==> src/rtl/bit_manip_pkg.sv <==
// -----------------------------------------------------------------------------
// bit_manip_pkg
// Shared definitions for the int_bit_manip unit and its sequencer:
//   - W / IDX_W / CNT_W : data width, bit-index width, hit-counter width
//   - OP_*              : request / int_bit_manip operation encodings
//   - state_e           : sequencer FSM states
//   - op_is_scan()      : true for the multi-probe reader operations
// No ports (package).
// -----------------------------------------------------------------------------
package bit_manip_pkg;

    localparam int W     = 64;
    localparam int IDX_W = 6;
    localparam int CNT_W = 7;   // holds 0..64 hits

    localparam logic [2:0] OP_CLR  = 3'd0;
    localparam logic [2:0] OP_SET  = 3'd1;
    localparam logic [2:0] OP_GET  = 3'd2;
    localparam logic [2:0] OP_PASS = 3'd3;
    localparam logic [2:0] OP_FFS  = 3'd4;
    localparam logic [2:0] OP_POPC = 3'd5;

    typedef enum logic [2:0] {
        ST_IDLE    = 3'd0,
        ST_ISSUE   = 3'd1,
        ST_WAIT    = 3'd2,
        ST_CAPTURE = 3'd3,
        ST_RESP    = 3'd4
    } state_e;

    function automatic logic op_is_scan(input logic [2:0] op);
        return (op == OP_FFS) || (op == OP_POPC);
    endfunction

endpackage

==> src/rtl/bit_manip_sequencer_scan_ctr.sv <==
// -----------------------------------------------------------------------------
// bm_scan_ctr
// Probe index / hit counter for the find-first-set and popcount scans.
// Ports:
//   i_clk, i_rst_n : clock, asynchronous active-low reset
//   i_clear        : restart the scan (index 0, no hits)
//   i_step         : a non-final probe was captured; advance index, add hit
//   i_hit          : the probe being captured hit (bm_out != 0)
//   i_ffs          : scan is find-first-set (else popcount)
//   o_idx          : index of the probe in flight
//   o_idx_nxt      : index of the following probe
//   o_result       : response value if this capture terminates the scan
//   o_done         : this capture terminates the scan
// -----------------------------------------------------------------------------
module bm_scan_ctr
    import bit_manip_pkg::*;
(
    input  logic             i_clk,
    input  logic             i_rst_n,
    input  logic             i_clear,
    input  logic             i_step,
    input  logic             i_hit,
    input  logic             i_ffs,
    output logic [IDX_W-1:0] o_idx,
    output logic [IDX_W-1:0] o_idx_nxt,
    output logic [CNT_W-1:0] o_result,
    output logic             o_done
);

    logic [IDX_W-1:0] r_idx;
    logic [CNT_W-1:0] r_hits;

    always_ff @(posedge i_clk or negedge i_rst_n) begin
        if (!i_rst_n) begin
            r_idx  <= '0;
            r_hits <= '0;
        end else if (i_clear) begin
            r_idx  <= '0;
            r_hits <= '0;
        end else if (i_step) begin
            r_idx  <= o_idx_nxt;
            r_hits <= r_hits + CNT_W'(i_hit);
        end
    end

    assign o_idx     = r_idx;
    assign o_idx_nxt = r_idx + IDX_W'(1);

    // Last index always terminates; FFS also stops at the first hit.
    assign o_done = (i_ffs && i_hit) || (r_idx == '1);

    // The final probe's hit is folded in here, so the counter itself never
    // has to step past the last index.
    assign o_result = i_ffs ? (i_hit ? {1'b0, r_idx} : CNT_W'(W))
                            : (r_hits + CNT_W'(i_hit));

endmodule

==> src/rtl/bit_manip_sequencer.sv <==
// -----------------------------------------------------------------------------
// bit_manip_sequencer
// Initiator-side controller for int_bit_manip. Accepts one request at a time,
// drives the unit, waits LAT cycles, captures out_bit and returns it. FFS and
// popcount are built by repeated get-bit probes over all 64 positions.
// Handshake: a transfer happens on a rising edge where valid and ready are
// both high; once valid is raised, the sender holds valid and payload stable
// until that edge.
// Ports:
//   clk, rst_n                 : clock, asynchronous active-low reset
//   req_valid/req_ready        : request handshake
//   req_op, req_opa, req_opb   : operation, operand A, operand B / bit index
//   rsp_valid/rsp_ready        : response handshake
//   rsp_data, rsp_err          : result, rejection flag (data 0 on error)
//   bm_operation/bm_opa/bm_opb : to int_bit_manip
//   bm_out                     : from int_bit_manip
//   busy                       : not in IDLE
// -----------------------------------------------------------------------------
module bit_manip_sequencer
    import bit_manip_pkg::*;
#(
    parameter int LAT = 1
) (
    input  logic         clk,
    input  logic         rst_n,
    input  logic         req_valid,
    output logic         req_ready,
    input  logic [2:0]   req_op,
    input  logic [W-1:0] req_opa,
    input  logic [W-1:0] req_opb,
    output logic         rsp_valid,
    input  logic         rsp_ready,
    output logic [W-1:0] rsp_data,
    output logic         rsp_err,
    output logic [2:0]   bm_operation,
    output logic [W-1:0] bm_opa,
    output logic [W-1:0] bm_opb,
    input  logic [W-1:0] bm_out,
    output logic         busy
);

    state_e           r_state;
    logic [2:0]       r_op;
    logic [W-1:0]     r_opa;
    logic [W-1:0]     r_opb;
    logic [2:0]       r_wait_cnt;
    logic             r_req_ready;
    logic             r_rsp_valid;
    logic [W-1:0]     r_rsp_data;
    logic             r_rsp_err;
    logic [2:0]       r_bm_operation;
    logic [W-1:0]     r_bm_opa;
    logic [W-1:0]     r_bm_opb;
    logic             r_busy;

    logic             w_accept;
    logic             w_scan;
    logic             w_bad;
    logic             w_hit;
    logic             w_step;
    logic [IDX_W-1:0] w_idx;
    logic [IDX_W-1:0] w_idx_nxt;
    logic [CNT_W-1:0] w_result;
    logic             w_done;

    assign w_accept = (r_state == ST_IDLE) && req_valid && r_req_ready;
    assign w_scan   = op_is_scan(r_op);
    // Reserved ops, or an out-of-range index for the single-bit ops.
    assign w_bad    = (r_op > OP_POPC) || ((r_op <= OP_GET) && (|r_opb[W-1:IDX_W]));
    assign w_hit    = |bm_out;
    assign w_step   = (r_state == ST_CAPTURE) && w_scan && !w_done;

    bm_scan_ctr u_scan_ctr (
        .i_clk     (clk),
        .i_rst_n   (rst_n),
        .i_clear   (w_accept),
        .i_step    (w_step),
        .i_hit     (w_hit),
        .i_ffs     (r_op == OP_FFS),
        .o_idx     (w_idx),
        .o_idx_nxt (w_idx_nxt),
        .o_result  (w_result),
        .o_done    (w_done)
    );

    always_ff @(posedge clk or negedge rst_n) begin
        if (!rst_n) begin
            r_state        <= ST_IDLE;
            r_op           <= OP_PASS;
            r_opa          <= '0;
            r_opb          <= '0;
            r_wait_cnt     <= '0;
            r_req_ready    <= 1'b0;
            r_rsp_valid    <= 1'b0;
            r_rsp_data     <= '0;
            r_rsp_err      <= 1'b0;
            r_bm_operation <= OP_PASS;
            r_bm_opa       <= '0;
            r_bm_opb       <= '0;
            r_busy         <= 1'b0;
        end else begin
            case (r_state)
                ST_IDLE: begin
                    r_req_ready <= 1'b1;
                    if (w_accept) begin
                        r_op        <= req_op;
                        r_opa       <= req_opa;
                        r_opb       <= req_opb;
                        r_req_ready <= 1'b0;
                        r_busy      <= 1'b1;
                        r_state     <= ST_ISSUE;
                    end
                end
                ST_ISSUE: begin
                    if (w_bad) begin
                        // Rejected: the unit is never touched, bm_* keep their values.
                        r_rsp_valid <= 1'b1;
                        r_rsp_data  <= '0;
                        r_rsp_err   <= 1'b1;
                        r_state     <= ST_RESP;
                    end else begin
                        r_bm_operation <= w_scan ? OP_GET : r_op;
                        r_bm_opa       <= r_opa;
                        r_bm_opb       <= w_scan ? {{(W-IDX_W){1'b0}}, w_idx} : r_opb;
                        r_wait_cnt     <= '0;
                        r_state        <= ST_WAIT;
                    end
                end
                ST_WAIT: begin
                    if (r_wait_cnt == 3'(LAT - 1)) begin
                        r_state <= ST_CAPTURE;
                    end else begin
                        r_wait_cnt <= r_wait_cnt + 3'd1;
                    end
                end
                ST_CAPTURE: begin
                    if (!w_scan || w_done) begin
                        r_rsp_valid <= 1'b1;
                        r_rsp_err   <= 1'b0;
                        r_rsp_data  <= w_scan ? {{(W-CNT_W){1'b0}}, w_result} : bm_out;
                        r_state     <= ST_RESP;
                    end else begin
                        // Capture edge doubles as the issue of the next probe, so
                        // every probe after the first costs LAT+1 cycles.
                        r_bm_opb   <= {{(W-IDX_W){1'b0}}, w_idx_nxt};
                        r_wait_cnt <= '0;
                        r_state    <= ST_WAIT;
                    end
                end
                ST_RESP: begin
                    if (rsp_ready) begin
                        r_rsp_valid <= 1'b0;
                        r_req_ready <= 1'b1;
                        r_busy      <= 1'b0;
                        r_state     <= ST_IDLE;
                    end
                end
                default: begin
                    r_state <= ST_IDLE;
                end
            endcase
        end
    end

    assign req_ready    = r_req_ready;
    assign rsp_valid    = r_rsp_valid;
    assign rsp_data     = r_rsp_data;
    assign rsp_err      = r_rsp_err;
    assign bm_operation = r_bm_operation;
    assign bm_opa       = r_bm_opa;
    assign bm_opb       = r_bm_opb;
    assign busy         = r_busy;

endmodule

==> config.mk <==
export PLATFORM = sky130hd
export DESIGN_NAME = bit_manip_sequencer
export DESIGN_NICKNAME = d
export VERILOG_FILES = /design/src/rtl/bit_manip_pkg.sv /design/src/rtl/bit_manip_sequencer_scan_ctr.sv /design/src/rtl/bit_manip_sequencer.sv
export SDC_FILE = /design/constraint.sdc
export NUM_CORES = 1
export LEC_CHECK = 0
export ABC_AREA = 1
export CORE_AREA = 2 2 182 184
export CTS_BUF_LIST = sky130_fd_sc_hd__clkbuf_4 sky130_fd_sc_hd__clkbuf_8
export DETAILED_ROUTE_END_ITERATION = 8
export DIE_AREA = 0 0 184 186
export PLACE_DENSITY_LB_ADDON = 0.3
export SYNTH_ARGS = -nofsm -noshare
export SYNTH_HDL_FRONTEND = slang
export SYNTH_SLANG_ARGS = --single-unit
==> constraint.sdc <==
create_clock -name clk -period 2.6 [get_ports clk]
set_clock_uncertainty 0.2 [all_clocks]
set_input_delay 0.39 -clock clk [delete_from_list [all_inputs] [get_ports clk]]
set_output_delay 0.39 -clock clk [all_outputs]
set_load 0.05 [all_outputs]
==> results of run 1 <==
## metal layers
metal | part of all wire, % | track usage (%)
met1 | 41 | 28.5
met5 | 0 | 0
met2 | 48 | 37.8
met4 | 3.2 | 8.54
met3 | 7.5 | 5.93
## path summary, 6_finish.rpt
path	startpoint	endpoint	slack [ns]	cells past startpoint
min	req_opa[23]	r_opa[23]	0.19	3
min in group asynchronous	rst_n	bm_opa[20]	0.20	2
min reg2reg	rsp_data[0]	rsp_data[0]	0.27	2
max in group asynchronous	rst_n	rsp_data[42]	1.20	3
max reg2reg	r_opb[59]	bm_opb[32]	0.28	12
max	bm_operation[0]	bm_operation[0]	0.09	1
## sequential cells by signal, indices dropped and copies added (netlist names), 6 cells and up
| signal | flops |
|---|---|
| bm_opb | 64 |
| r_opb | 64 |
| bm_opa | 64 |
| rsp_data | 64 |
| u_scan_ctr.r_hits | 7 |
| u_scan_ctr.o_idx | 6 |
| r_opa | 64 |
## cells by family (layout without fill, tap and decap cells)
logic type,after synthesis,count (layout)
compound gates,177,177
xor+xnor,10,10
mux,66,66
other cells,0,3
simple gates,736,736
flops,349,349
buf+inv,166,642
fa+ha+maj,5,5
## cell type report
class                           count  share of cell area, %
Multi-Input combinational cell    994                   24.1
Clock inverter                      8                  0.469
Tap cell                          408                   2.52
Timing Repair Buffer              452                   22.5
Inverter                           92                   1.71
Sequential cell                   349                   43.1
Antenna cell                        3                 0.0370
Clock buffer                       90                   5.58
## cells in the mapped netlist
library cell  number
nand3_4            1
buf_4              6
nand3b_1           1
nand2_1          442
ha_1               5
nor2_4             1
mux2_2            66
dfrtp_1          345
a21oi_1           76
o22ai_1            8
inv_1             87
nand2_4            5
inv_4              1
or2_1              1
inv_2              4
or2_2              1
nor2_8             2
clkbuf_1          24
buf_1              1
nor2_1           161
buf_6              7
buf_12             4
o21ai_0           90
xor2_1             9
nor2_2             2
nor3_1             3
o21ai_1            2
nand4_1            3
and2_0             1
nand3_2            1
dfstp_2            4
nand2_2           34
a21oi_2            1
buf_2             32
xnor2_1            1
nand3_1           77
## repair_timing
action | CTS | global route
hold buffers | 1 | 0
resized for setup | 1 | 1
pin swaps | 0 | 0
setup endpoints to repair | 1 | 2
gates cloned | 0 | 0
hold endpoints to repair | 60 | 0
## power breakdown
| group | total (mW) | switching (mW) | internal (mW) | leakage [nW] |
|---|---|---|---|---|
| Sequential | 9.06 | 1.34 | 7.71 | 4.29 |
| Clock | 5.05 | 2.11 | 2.94 | 0.647 |
| Combinational | 12.9 | 8.36 | 4.53 | 4.84 |
==> metrics.cfg, run 1 <==
[place]
post_dp_cell_area_mm2=0.0190
pre_cts_slack_ns=-0.410
gp_congestion=0.869
dp_cells=2294
portBuffers=397
dp_hpwl_mm=27.7

[routing]
vias=11766
drt-pass1-iter-count=5
post-route-drc-count=0
wl_mm=38.7
routedWlPerCell_um=16.2
avgViaCountPerCell=4.91
ant_nets=0
drt_iter0_markers=623

[power_and_ir_drop]
peakVddDrop_mv=0.982
total_power_mw=27.0
leakage_nw=9.77
power_density_mw_per_mm2=1330

[yosys]
synth_xor_area_share_pct=0.608
synth_top_family_by_area=simple AND/OR/NAND/NOR gates
synth-simple-area-share_pct=21.3
synthTopCellsByArea=dfrtp_1 (60%), nand2_1 (12%), mux2_2 (5.2%)
synth-compound-area-share_pct=6.24
syn_inst=1509
synth-adder-area-share_pct=0.434
ys_ff_latch=349
yosysTopAreaCell=dfrtp_1
syn_area_per_cell_um2=9.55
synth.distinct_cells=36
syn-cell-area_mm2=0.0144
synth_fp_nets=1713
yosysWarnings=0
synth.mux.area_fraction_pct=5.16
synth_top_area_share_pct=59.9
yosysSeqAreaShare_pct=60.7

[clock_network]
postCtsSetupBuffers=0
numCtsBuffers=57
clock_sinks=349
cts_tree=yes
clk_pin_slew_ns=0.06
clockBufferDepth=3
cts_root_buf=clkbuf_8
htree_levels=2
clk_latency_ns=0.57

[timing]
holdWs_ns=0.190
setup_slack_ns=0.0903
fin_tns_setup_ns=0
setup_viol=0
finalMaxSlewViolations=0
grt_setup_unrepaired=no
max_freq_mhz=398
worstMarginPinSlew_ns=0.598
report.final.hold_viol_count=0
max_slew_margin_pct=60.0
period_share_pct=96.5
fin_crit_ns=2.51

[global_routing]
grt_max_degree=135
overflow=0
antenna_found_initial=4
track_usage_pct=22.7
grt_pass1_wl_mm=61.7
first_global_vias=11953

[worst_setup_path]
cpPeakStageDelay_ns=0.81
cp_max_fo=2
cp-end-kind=primary output
critPathKind=register to primary output
crit_slowest_cell=clkdlybuf4s50_1
critPathBufInv=1
worstPathRequired_ns=2.01
crit_path_start_kind=register
crit_chain=clkdlybuf4s50_1
critical-path-top-delay-family=buffers and inverters
critPathArrivalTime_ns=1.92

[cells_and_area]
n_fill_cell=2663
regArea_mm2=0.00874
final_common_cell=nand2_1
area_growth_pct=40.9
post-route-util_pct=63.0
multi_input_area_mm2=0.00489
drive_above_1_share_pct=14.1
fin_nets=2150
instances_no_fill=2396
final_cell_area_mm2=0.0203
final_cell_mix=nand2_1 (442), clkdlybuf4s50_1 (395), dfrtp_1 (345)

[die]
dieHeight_um=186
die-area_mm2=0.0342
die_w_um=184
start_util_pct=44.7
core_area_mm2=0.0322
io-pin-count=398
rows=66

[hold_path]
hold_path_class=input port to register

[flow_run]
maxCapViolCount=0

[run_status]
status=completed

No activity file was read; power rests on OpenSTA's default activity.
==> run 2: changes to the inputs <==
--- a/config.mk
+++ b/config.mk
@@ -7,7 +7,6 @@
 export LEC_CHECK = 0
 export ABC_AREA = 1
 export CORE_AREA = 2 2 182 184
-export CTS_BUF_LIST = sky130_fd_sc_hd__clkbuf_4 sky130_fd_sc_hd__clkbuf_8
 export DETAILED_ROUTE_END_ITERATION = 8
 export DIE_AREA = 0 0 184 186
 export PLACE_DENSITY_LB_ADDON = 0.3
==> metrics.cfg, run 2 (same netlist as run 1, synthesis figures left out) <==
[timing]
setup_viol=0  ; unchanged
finalMaxSlewViolations=0  ; unchanged
max_slew_margin_pct=59.7  ; -0.31 points
period_share_pct=96.1  ; -0.40 points
report.final.hold_viol_count=0  ; unchanged
worstMarginPinSlew_ns=0.605  ; +0.00652 ns
fin_crit_ns=2.50  ; -0.0104 ns
max_freq_mhz=400  ; +0.42%

[run_status]
status=completed

[worst_setup_path]
rrSetupSlack_ns=0.28  ; about the same
cpPeakStageDelay_ns=0.86  ; +0.05 ns
cp_max_fo=2  ; unchanged
timing.critical_path.from=bm_operation[1]
crit_chain=clkdlybuf4s50_1
crit_slowest_cell=clkdlybuf4s50_1
critical-path-top-delay-family=buffers and inverters
worstPathRequired_ns=2.01  ; about the same
r2r-start=r_opb[59]
cp-end-kind=primary output
critPathKind=register to primary output
critPathBufInv=1  ; unchanged
crit_path_start_kind=register
critPathArrivalTime_ns=1.91  ; about the same

[global_routing]
antenna_found_initial=3  ; -1
first_global_vias=11829  ; -1.0%
track_usage_pct=22.7  ; +0.067 points
overflow=0  ; unchanged
grt_max_degree=135  ; unchanged
grt_pass1_wl_mm=62.0  ; +0.40%

[routing]
wl_mm=38.8  ; +0.28%
routedWlPerCell_um=16.4  ; +1.6%
avgViaCountPerCell=4.94  ; +0.53%
ant_nets=0  ; unchanged
drt_iter0_markers=616  ; -1.1%
drt-pass1-iter-count=5  ; unchanged
post-route-drc-count=0  ; unchanged
vias=11680  ; -0.73%

[die]
dieHeight_um=186  ; unchanged
core_area_mm2=0.0322  ; unchanged
die_w_um=184  ; unchanged
rows=66  ; unchanged
io-pin-count=398  ; unchanged
die-area_mm2=0.0342  ; unchanged
start_util_pct=44.7  ; unchanged

[cells_and_area]
final_common_cell=nand2_1
area_growth_pct=41.4
regArea_mm2=0.00874  ; unchanged
final_cell_mix=nand2_1 (441), clkdlybuf4s50_1 (396), dfrtp_1 (345)
drive_above_1_share_pct=12.5  ; -1.6 points
multi_input_area_mm2=0.00490  ; +0.26%
final_cell_area_mm2=0.0204  ; +0.38%
n_fill_cell=2643  ; -0.75%
fin_nets=2132  ; -0.84%

[clock_network]
htree_levels=2  ; unchanged
numCtsBuffers=39  ; -32%
clockBufferDepth=3  ; unchanged
clock_sinks=349  ; unchanged
cts_tree=yes
cts_root_buf=clkbuf_16
postCtsSetupBuffers=0  ; unchanged
clk_pin_slew_ns=0.06  ; about the same
clk_latency_ns=0.52  ; -0.05 ns

[power_and_ir_drop]
switchingPower_mw=11.9  ; +0.72%
power_density_mw_per_mm2=1350  ; +1.4%
total_power_mw=27.5  ; +1.7%
seq_power_share_pct=33.0  ; -0.6 points
p_comb_share_pct=47.0  ; -0.8 points
switching_share_pct=43.3  ; -0.44 points
leakage_nw=9.76  ; -0.14%
peakVddDrop_mv=0.994  ; +1.2%
p_int_mw=15.6  ; +2.5%
p_clk_share_pct=20.0  ; +1.3 points

[hold_path]
hold_path_class=input port to async pin

[flow_run]
maxCapViolCount=0  ; unchanged

[place]
dp_hpwl_mm=27.7  ; unchanged
post_dp_cell_area_mm2=0.0190  ; unchanged
portBuffers=397  ; unchanged
gp_congestion=0.869  ; unchanged

[run 2: worst paths after layout]
check	to	cells past startpoint
min reg2reg	bm_opb[5]	2
max reg2reg	bm_opb[7]	12
min	bm_opa[20]	2
max	bm_operation[1]	1
max in group asynchronous	rsp_data[35]	3
min in group clk	r_opa[47]	3
[run 2: repair_timing]
item	4_1_cts	5_1_grt
hold buffers	1	0
endpoints found under the setup margin	0	2
hold endpoints to repair	60	0
resized for setup	0	4
[run 2: power groups by stage]
stage | clock [mW] | sequential (mW) | combinational (mW)
floorplan | 0 | 12.8 | 4.73
global placement | 0 | 9.04 | 12.7
detailed placement | 0 | 9.11 | 13.0
CTS | 5.65 | 9.06 | 13.0
global route | 5.90 | 9.31 | 13.9
finish | 5.50 | 9.06 | 12.9
[run 2: per-layer routing]
metal / GRT usage (%) / part of all wire, %
met2: 38.5 / 49
met5: 0 / 0
met4: 7.10 / 2.5
met1: 29.1 / 41
met3: 5.28 / 7.1
[run 2: metrics by stage]
| step | util (%) | hold WS, ns | std cells | setup slack [ns] | setup TNS, ns |
|---|---|---|---|---|---|
| final | 63.2 | 0.245 | 2366 | 0.101 | 0 |
| after detailed placement | 59.1 | 0.217 | 2294 | -0.410 | -25.17 |
| after global routing | 63.2 | 0.231 | 2366 | -0.0182 | -0.0258 |
| after floorplan | - | -0.106 | 1509 | 0.374 | 0 |
| after CTS | 63.2 | 0.226 | 2364 | 0.0629 | 0 |
| after global placement | 59.1 | 0.213 | 2294 | -0.361 | -22.19 |
[run 2: area by class of cell]
class	count	share of cell area, %
multi-input cells	994	24.1
repair buffers	452	22.4
diodes	2	0.0246
clock inverters	10	0.596
well taps	408	2.51
clock buffers	59	5.76
flip-flops and latches	349	42.9
inverters	92	1.71
==> run 3: changes to the inputs <==
--- a/config.mk
+++ b/config.mk
@@ -6,10 +6,11 @@
 export NUM_CORES = 1
 export LEC_CHECK = 0
 export ABC_AREA = 1
-export CORE_AREA = 2 2 182 184
+export CORE_AREA = 2 2 183 185
 export DETAILED_ROUTE_END_ITERATION = 8
-export DIE_AREA = 0 0 184 186
+export DIE_AREA = 0 0 185 187
 export PLACE_DENSITY_LB_ADDON = 0.3
 export SYNTH_ARGS = -nofsm -noshare
 export SYNTH_HDL_FRONTEND = slang
+export SYNTH_HIERARCHICAL = 1
 export SYNTH_SLANG_ARGS = --single-unit
==> metrics.cfg, run 3 <==
[run_status]
status=finished, violations left
violations=hold timing

[cells_and_area]
area_growth_pct=46.5
multi_input_area_mm2=0.00469  ; -4.3%
n_fill_cell=2653  ; +0.38%
regArea_mm2=0.00874  ; unchanged
drive_above_1_share_pct=12.0  ; -0.48 points
final_cell_mix=nand2_1 (545), dfrtp_1 (345), clkdlybuf4s50_1 (340)
fin_nets=2322  ; +8.9%
final_common_cell=nand2_1

[worst_setup_path]
cp-end-kind=primary output
cp_max_fo=2  ; unchanged
r2r-start=r_opb[60]
crit_chain=clkdlybuf4s50_1
critPathKind=register to primary output
rrSetupSlack_ns=0.28  ; about the same
critical-path-top-delay-family=buffers and inverters
rr_worst_depth=11  ; -1
crit_path_start_kind=register
r2r-end=bm_opa[30]
crit_slowest_cell=clkdlybuf4s50_1
worstPathRequired_ns=2.01  ; about the same
cpPeakStageDelay_ns=0.86  ; about the same
critPathArrivalTime_ns=1.91  ; about the same
critPathBufInv=1  ; unchanged

[timing]
report.final.hold_viol_count=3  ; +3
setup_slack_ns=0.0988  ; -0.00188 ns
fin_crit_ns=2.50  ; +0.00188 ns
period_share_pct=96.2  ; about the same
max_slew_margin_pct=49.9  ; -9.8 points
max_freq_mhz=400  ; about the same
setup_viol=0  ; unchanged
holdWs_ns=-0.00901  ; -0.254 ns
finalMaxSlewViolations=0  ; unchanged
worstMarginPinSlew_ns=0.751  ; +0.147 ns

[yosys]
syn_inst=1639  ; +8.6%
syn_area_per_cell_um2=8.82  ; -7.6%
synth-adder-area-share_pct=0.433  ; -0.0014 points
synth-edff-count=0  ; unchanged
synthTopCellsByCount=nand2_1 (546), dfrtp_1 (345), o21ai_0 (176)
synth.most_common_cell=nand2_1
synth_top_area_share_pct=59.7  ; -0.19 points
synth-compound-area-share_pct=8.48  ; +2.2 points
syn-cell-area_mm2=0.0145  ; +0.31%
yosysTopAreaCell=dfrtp_1
synthTopCellsByArea=dfrtp_1 (60%), nand2_1 (14%), o21ai_0 (6.1%)
synthArstFlopShare_pct=100  ; unchanged
synth_xor_area_share_pct=0.424  ; -0.18 points
ys_ff_latch=349  ; unchanged
synth-simple-area-share_pct=22.4  ; +1.1 points
synth_top_family_by_area=simple AND/OR/NAND/NOR gates
yosysWarnings=6  ; +6
yosysSeqAreaShare_pct=60.5  ; -0.19 points
synth.mux.area_fraction_pct=0  ; -5.2 points
synth.distinct_cells=31  ; -14%
synth_fp_nets=1843  ; +7.6%
ys.flop_type=dfrtp_1

[die]
core_area_mm2=0.0329  ; +2.0%
die_w_um=185  ; +0.54%
dieHeight_um=187  ; +0.54%
start_util_pct=44.0  ; -0.76 points
rows=67  ; +1.5%
die-area_mm2=0.0346  ; +1.1%
io-pin-count=398  ; unchanged

[routing]
avgViaCountPerCell=4.92  ; -0.31%
vias=12766  ; +9.3%
wl_mm=43.0  ; +11%
drt-pass1-iter-count=5  ; unchanged
routedWlPerCell_um=16.6  ; +0.99%
ant_nets=0  ; unchanged
post-route-drc-count=0  ; unchanged
drt_iter0_markers=709  ; +15%

[power_and_ir_drop]
peakVddDrop_mv=0.607  ; -39%
switchingPower_mw=12.1  ; +1.7%
total_power_mw=27.1  ; -1.2%
p_int_mw=15.0  ; -3.4%
switching_share_pct=44.6  ; +1.3 points
p_clk_share_pct=19.3  ; -0.7 points
power_density_mw_per_mm2=1280  ; -4.9%
seq_power_share_pct=33.6  ; +0.6 points
p_comb_share_pct=47.1  ; about the same
leakage_nw=10.6  ; +8.7%

[hold_path]
min_path_cells=3
hold_path_class=input port to register
hold_end=rsp_data[22]
min_from=bm_out[22]

[clock_network]
cts_tree=yes
numCtsBuffers=39  ; unchanged
cts_root_buf=clkbuf_16
clk_pin_slew_ns=0.06  ; about the same
clockBufferDepth=3  ; unchanged
clock_sinks=349  ; unchanged
htree_levels=2  ; unchanged
clk_latency_ns=0.52  ; about the same

[global_routing]
grtUsageMet3_pct=6.83  ; +1.6 points
grt_pass1_wl_mm=66.4  ; +7.2%
track_usage_pct=24.1  ; +1.4 points
grt_use_met1_pct=30.3  ; +1.2 points
antenna_found_initial=7  ; +4
grt_busiest_layer=met2
grt_max_degree=178  ; +32%
overflow=0  ; unchanged
first_global_vias=12676  ; +7.2%
use_met2_pct=39.9  ; +1.4 points

[place]
pre_cts_slack_ns=-0.763  ; -0.353 ns
gp_congestion=0.872  ; +0.39%
portBuffers=397  ; unchanged
dp_hpwl_mm=29.1  ; +4.8%

[flow_run]
maxCapViolCount=0  ; unchanged

[run 3: cell types whose count changed after synthesis, moves of 7 or more]
cell	before	now
a21oi_1	76	4
buf_4	6	16
inv_1	87	166
mux2_2	66	0
nand2_1	442	546
nand2_2	34	3
nand3_1	77	141
nand4_1	3	18
nor2_1	161	66
o211ai_1	0	7
o21ai_0	90	176
o21ai_1	2	35
[run 3: layer usage]
metal  share of wire (%)  up-vias
met4                 3.5        6
met3                 9.1       99
met2                  48      482
li1                    -     6152
met5               0.093        -
met1                  40     6027
[run 3: cell type report]
| class | instances | area share [%] |
|---|---|---|
| Antenna cell | 3 | 0.0355 |
| Clock buffer | 63 | 5.66 |
| Clock inverter | 3 | 0.0886 |
| Inverter | 171 | 3.06 |
| Multi-Input combinational cell | 1032 | 22.2 |
| Sequential cell | 349 | 41.3 |
| Tap cell | 448 | 2.65 |
| Timing Repair Buffer | 525 | 25.1 |
[run 3: power groups by stage]
| stage | Clock (mW) | Sequential, mW | Combinational, mW |
|---|---|---|---|
| floorplan | 0 | 13.2 | 3.94 |
| global placement | 0 | 9.06 | 12.5 |
| detailed placement | 0 | 9.14 | 12.8 |
| CTS | 5.36 | 9.09 | 12.8 |
| global route | 5.58 | 9.34 | 13.8 |
| finish | 5.24 | 9.10 | 12.8 |
[run 3: cells by family (layout without fill, tap and decap cells)]
logic type               Yosys count  after routing
AND/OR/NAND/NOR                  785            785
flip-flops                       349            349
AO/OA/AOI/OAI                    235            235
XOR/XNOR                           7              7
other                              0              3
adder cells (fa/ha/maj)            5              5
buffers and inverters            258            762
[run 3: repair_timing]
action,4_1_cts,5_1_grt
setup buffers,4,37
endpoints found under the setup margin,147,147
resized for setup,14,108
hold buffers,1,4
pin swaps,8,25
endpoints found under the hold margin,52,4
[run 3: worst max-delay path by stage]
stage | slack, ns | cells past startpoint | endpoint | from
2_1_floorplan | 0.12 | 12 | bm_opb[10] | r_op[1]
3_3_place_gp | -0.68 | 15 | rsp_data[4] | bm_out[56]
3_5_place_dp | -0.76 | 15 | rsp_data[4] | bm_out[56]
4_1_cts | 0.004 | 15 | rsp_data[3] | bm_out[60]
5_1_grt | -0.02 | 14 | rsp_data[4] | bm_out[2]
6_report | 0.1 | 1 | bm_operation[1] | bm_operation[1]
[run 3: stage by stage]
stage	cells	utilization, %	hold slack, ns	cell area [um^2]	setup TNS [ns]
6_report	2594	64.4	-0.00901	21200	0
5_1_grt	2593	64.4	0.00176	21200	-0.0370
4_1_cts	2550	62.9	0.150	20700	0
3_5_place_dp	2479	58.9	0.169	19400	-98.13
3_3_place_gp	2479	58.9	0.167	19400	-90.82
2_1_floorplan	1639	-	-0.106	14500	0
